--- src/rtl/fifo_uart_tx_drain.sv ---
// FIFO-draining UART transmitter: pops one byte per frame and sends it LSB first, idle high.
// Optional even parity bit between data and stop bits when PARITY_EN is defined.
module fifo_uart_tx_drain #(
    parameter int unsigned CLKS_PER_BIT = 16,
    parameter int unsigned STOP_BITS    = 1
) (
    input  logic       Clk_In,
    input  logic       Reset_In,
    input  logic       Enable_In,
    input  logic       Fifo_Empty_In,
    input  logic [7:0] Fifo_Data_In,
    output logic       Fifo_Read_Enable_Out,
    output logic       Tx_Out,
    output logic       Busy_Out,
    output logic       Byte_Done_Out
);

    localparam int unsigned     BaudW    = $clog2(CLKS_PER_BIT);
    localparam logic [BaudW-1:0] BaudLast = BaudW'(CLKS_PER_BIT - 1);
    localparam logic [2:0]      StopLast = 3'(STOP_BITS - 1);

    typedef enum logic [2:0] {
        StIdle,
        StFetch,
        StLoad,
        StStart,
        StData,
`ifdef PARITY_EN
        StParity,
`endif
        StStop
    } state_e;

    state_e            state_q, state_d;
    logic [BaudW-1:0]  baud_q, baud_d;
    logic [2:0]        bit_q, bit_d;
    logic [7:0]        shift_q, shift_d;
    logic              tx_q, tx_d;
    logic              bit_end;
`ifdef PARITY_EN
    logic              parity_q, parity_d;
`endif

    assign bit_end = (baud_q == BaudLast);

    always_ff @(posedge Clk_In or posedge Reset_In) begin
        if (Reset_In) begin
            state_q  <= StIdle;
            baud_q   <= '0;
            bit_q    <= '0;
            shift_q  <= '0;
            tx_q     <= 1'b1;
`ifdef PARITY_EN
            parity_q <= 1'b0;
`endif
        end else begin
            state_q  <= state_d;
            baud_q   <= baud_d;
            bit_q    <= bit_d;
            shift_q  <= shift_d;
            tx_q     <= tx_d;
`ifdef PARITY_EN
            parity_q <= parity_d;
`endif
        end
    end

    always_comb begin
        state_d  = state_q;
        baud_d   = baud_q;
        bit_d    = bit_q;
        shift_d  = shift_q;
`ifdef PARITY_EN
        parity_d = parity_q;
`endif
        unique case (state_q)
            StIdle: begin
                if (Enable_In && !Fifo_Empty_In) state_d = StFetch;
            end
            StFetch: state_d = StLoad;
            StLoad: begin
                state_d  = StStart;
                shift_d  = Fifo_Data_In;
                baud_d   = '0;
                bit_d    = '0;
`ifdef PARITY_EN
                parity_d = ^Fifo_Data_In;
`endif
            end
            StStart: begin
                if (bit_end) begin
                    state_d = StData;
                    baud_d  = '0;
                end else begin
                    baud_d = baud_q + 1'b1;
                end
            end
            StData: begin
                if (bit_end) begin
                    baud_d  = '0;
                    shift_d = {1'b0, shift_q[7:1]};
                    if (bit_q == 3'd7) begin
                        bit_d = '0;
`ifdef PARITY_EN
                        state_d = StParity;
`else
                        state_d = StStop;
`endif
                    end else begin
                        bit_d = bit_q + 3'd1;
                    end
                end else begin
                    baud_d = baud_q + 1'b1;
                end
            end
`ifdef PARITY_EN
            StParity: begin
                if (bit_end) begin
                    state_d = StStop;
                    baud_d  = '0;
                    bit_d   = '0;
                end else begin
                    baud_d = baud_q + 1'b1;
                end
            end
`endif
            StStop: begin
                if (bit_end) begin
                    baud_d = '0;
                    if (bit_q == StopLast) begin
                        state_d = StIdle;
                        bit_d   = '0;
                    end else begin
                        bit_d = bit_q + 3'd1;
                    end
                end else begin
                    baud_d = baud_q + 1'b1;
                end
            end
            default: state_d = StIdle;
        endcase

        // Line level is derived from the next state so Tx_Out aligns with state_q.
        tx_d = 1'b1;
        unique case (state_d)
            StStart:  tx_d = 1'b0;
            StData:   tx_d = shift_d[0];
`ifdef PARITY_EN
            StParity: tx_d = parity_q;
`endif
            default:  tx_d = 1'b1;
        endcase
    end

    always_comb begin
        Fifo_Read_Enable_Out = (state_q == StFetch);
        Busy_Out             = (state_q != StIdle);
        Byte_Done_Out        = (state_q == StStop) && bit_end && (bit_q == StopLast);
        Tx_Out               = tx_q;
    end

endmodule

--- config.mk ---
export PLATFORM = sky130hd
export DESIGN_NAME = fifo_uart_tx_drain
export DESIGN_NICKNAME = d
export VERILOG_FILES = /design/src/rtl/fifo_uart_tx_drain.sv
export SDC_FILE = /design/constraint.sdc
export NUM_CORES = 1
export LEC_CHECK = 0
export CAP_MARGIN = 20
export CORE_MARGIN = 2
export CORE_UTILIZATION = 35
export DETAILED_ROUTE_END_ITERATION = 8
export GPL_ROUTABILITY_DRIVEN = 1
export PLACE_DENSITY = 0.56
export SYNTH_ARGS = -nofsm -noshare
export SYNTH_HDL_FRONTEND = slang
export SYNTH_SLANG_ARGS = --single-unit
--- constraint.sdc ---
create_clock -name Clk_In -period 3.66 [get_ports Clk_In]
set_input_delay 0.549 -clock Clk_In [delete_from_list [all_inputs] [get_ports Clk_In]]
set_output_delay 0.549 -clock Clk_In [all_outputs]
set_load 0.005 [all_outputs]
==> results.py <==
metrics = {
    "critical_path": {
        "end_kind": "output port",
        "required_ps": 3110,
        "crit_path_start_kind": "register",
        "crit_type": "reg2out",
        "path_max_fanout": 7,
        "cp.arrival_ps": 2040,
        "rrSetupSlack_ps": 1640,
    },
    "sta": {
        "setup_viol": 0,
        "fin_ws_ps": 1070,
        "max_freq_mhz": 386,
        "worst-slew-pin-transition_ps": 760,
        "clock_skew_ps": 1.81,
        "post-route-min-period_ps": 2590,
        "slew_viol_final": 0,
        "finalCritPeriodShare_pct": 70.7,
        "maxSlewHeadroom_pct": 49.3,
        "hold_violations": 0,
        "finalSetupTns_ps": 0,
        "rsz0062_at_grt": "no",
    },
    "logic_synthesis": {
        "yosysMostFrequentCell": "nand2_1",
        "ys_warn_count": 0,
        "yosys_most_used_dff": "dfrtp_1",
        "ys_seq_elements": 19,
        "ys_seq_area_share_pct": 42.9,
        "synth_top_family_by_area": "simple AND/OR/NAND/NOR gates",
        "synth.area.mux_share_pct": 0.900,
        "synth_compound_area_share_pct": 19.7,
        "synth_top_area_share_pct": 40.5,
        "synth_area_leaders": "dfrtp_1 40%, nand2_1 7.8%, ha_1 4.5%, a22oi_1 4.0%, buf_6 3.0%",
        "yosysTopAreaCell": "dfrtp_1",
        "async_flop_share_pct": 100,
        "synth_top_cells_by_count": "23 x nand2_1, 18 x dfrtp_1, 7 x inv_1",
        "syn_nets": 136,
        "synthesis.area_mm2": 0.00111,
        "synth_edf_count": 0,
        "synthAdderAreaFrac_pct": 4.50,
        "yosys.area_share.xor_xnor_pct": 0,
        "synth_cell_types": 36,
        "syn_avg_cell_area_um2": 9.27,
        "synth-simple-area-share_pct": 25.3,
        "synthCells": 120,
    },
    "detailed_routing": {
        "dr.pass1.iters": 4,
        "avgViaCountPerCell": 5.08,
        "drtIter0Drc": 29,
        "drc": 0,
        "drt_wl_total_mm": 2.24,
        "ant_nets": 0,
        "wl_per_cell_um": 12.6,
        "vias": 905,
    },
    "global_routing": {
        "grt_use_total_pct": 14.1,
        "grt_pass1_vias": 837,
        "antenna_found_initial": 0,
        "grt_overflow_total": 0,
        "grt_max_degree": 20,
        "grt_pass1_wl_mm": 3.91,
    },
    "power_and_ir_drop": {
        "sw_frac_of_total_pct": 42.4,
        "seqPwrFrac_pct": 44.2,
        "clkPwrFrac_pct": 11.6,
        "p_int_mw": 0.535,
        "comb_power_share_pct": 44.2,
        "power_mw": 0.929,
        "ir_drop_uv": 317,
        "p_per_area_mw_per_mm2": 713,
        "cellLeakagePower_nw": 0.556,
        "switchingPower_mw": 0.394,
    },
    "place": {
        "port_buffers": 15,
        "dp_hpwl_mm": 1.55,
        "dp.cells": 174,
        "placedInstanceArea_mm2": 0.00128,
        "dp_slack_ps": 1400,
        "gp_congestion": 0.731,
    },
    "clock_network": {
        "cts.clk_slew.worst_paths_ps": 110,
        "numCtsBuffers": 3,
        "clock_latency_ps": 300,
        "cts_hold_buffers": 0,
        "clock_sinks": 19,
        "cts_tree": "built",
        "cts_setup_buffers": 0,
        "ctsResizeCount": 0,
        "root_buffer": "clkbuf_4",
        "clk_path_buf_depth": 2,
        "htreeDepth": 1,
    },
    "layout": {
        "final_layout_size_suffix_gt1_share_pct": 8.96,
        "post_layout_nonfiller_instances": 178,
        "insertedDiodeCount": 0,
        "nets": 151,
        "stdcell_area_mm2": 0.00130,
        "areaGrowthSynthToFinish_pct": 17.1,
    },
    "flow_run": {
        "cap_viol_max_count": 0,
    },
    "run_status": {
        "status": "complete, no violations",
    },
    "die": {
        "die_x_um": 60.4,
        "core-area_mm2": 0.00303,
        "fp.dieH_um": 60.4,
        "die_area_mm2": 0.00365,
        "start_util_pct": 36.7,
        "ios": 16,
        "row_count": 20,
    },
    "worst_hold_path": {
        "hold_path_class": "reg2reg",
    },
}
## path summary, 6_finish.rpt
| kind | start | endpoint | cells past startpoint |
|---|---|---|---|
| max | baud_q[0] | Byte_Done_Out | 4 |
| min | shift_q[6] | shift_q[6] | 2 |
| max reg2reg | baud_q[0] | Tx_Out | 6 |
| min reg2reg | shift_q[6] | shift_q[6] | 2 |
| max in group asynchronous | Reset_In | shift_q[0] | 2 |
| min in group asynchronous | Reset_In | shift_q[1] | 2 |
## power by group through the flow
stage	combinational [mW]	clock (mW)	sequential, mW
finish	0.410	0.108	0.410
CTS	0.415	0.113	0.409
global placement	0.410	0	0.408
floorplan	0.365	0	0.362
detailed placement	0.414	0	0.415
global route	0.476	0.123	0.432
## cells by family after synthesis
kind of cell / Yosys count
flops: 19
compound gates: 32
mux: 1
fa+ha+maj: 4
simple gates: 51
buf+inv: 13
## through the flow
| step | hold WS, ps | util (%) |
|---|---|---|
| 4_1_cts | 496 | 43.0 |
| 5_1_grt | 522 | 43.0 |
| 3_3_place_gp | 460 | 42.1 |
| 6_report | 492 | 43.0 |
| 2_1_floorplan | 446 | - |
| 3_5_place_dp | 469 | 42.1 |
## registers in the layout, indices dropped and copies added, names as in the netlist
register / cells
shift_q: 8
baud_q: 4
bit_q: 3
state_q: 3
Tx_Out: 1
## critical path: stages (launching register included)
cell and delay (ps):
dfrtp_1 400, ha_1 250, nand3_1 280, nor3_1 270
clkdlybuf4s50_1 530
## final cells by class
type	instances	area, µm²
Sequential cell	19	477
Fill cell	306	1730
Timing Repair Buffer	16	158
Tap cell	44	55.1
Clock buffer	4	26.3
Multi-Input combinational cell	88	561
Inverter	7	26.3
## placed cells by master, fill, tap and decap left out, types with 2 or more instances in the layout
| cell type | count |
|---|---|
| a22oi_1 | 6 |
| inv_1 | 7 |
| nor2_1 | 4 |
| nor3_1 | 4 |
| o21ai_1 | 6 |
| nand3_1 | 5 |
| o21ai_0 | 5 |
| nand2_1 | 23 |
| nand3b_1 | 2 |
| clkdlybuf4s50_1 | 15 |
| dfrtp_1 | 18 |
| and3_1 | 2 |
| clkbuf_4 | 3 |
| a211oi_1 | 3 |
| a21oi_1 | 5 |
| a31oi_1 | 2 |
| ha_1 | 4 |
## per-layer routing
metal	part of all wire, %	vias to the layer above	track usage, %
li1	-	462	-
met1	50	432	19.9
met2	46	9	21.9
met3	2.2	2	3.84
met4	0.94	0	2.86
met5	0	-	0
(Power assumes the default switching activity.)
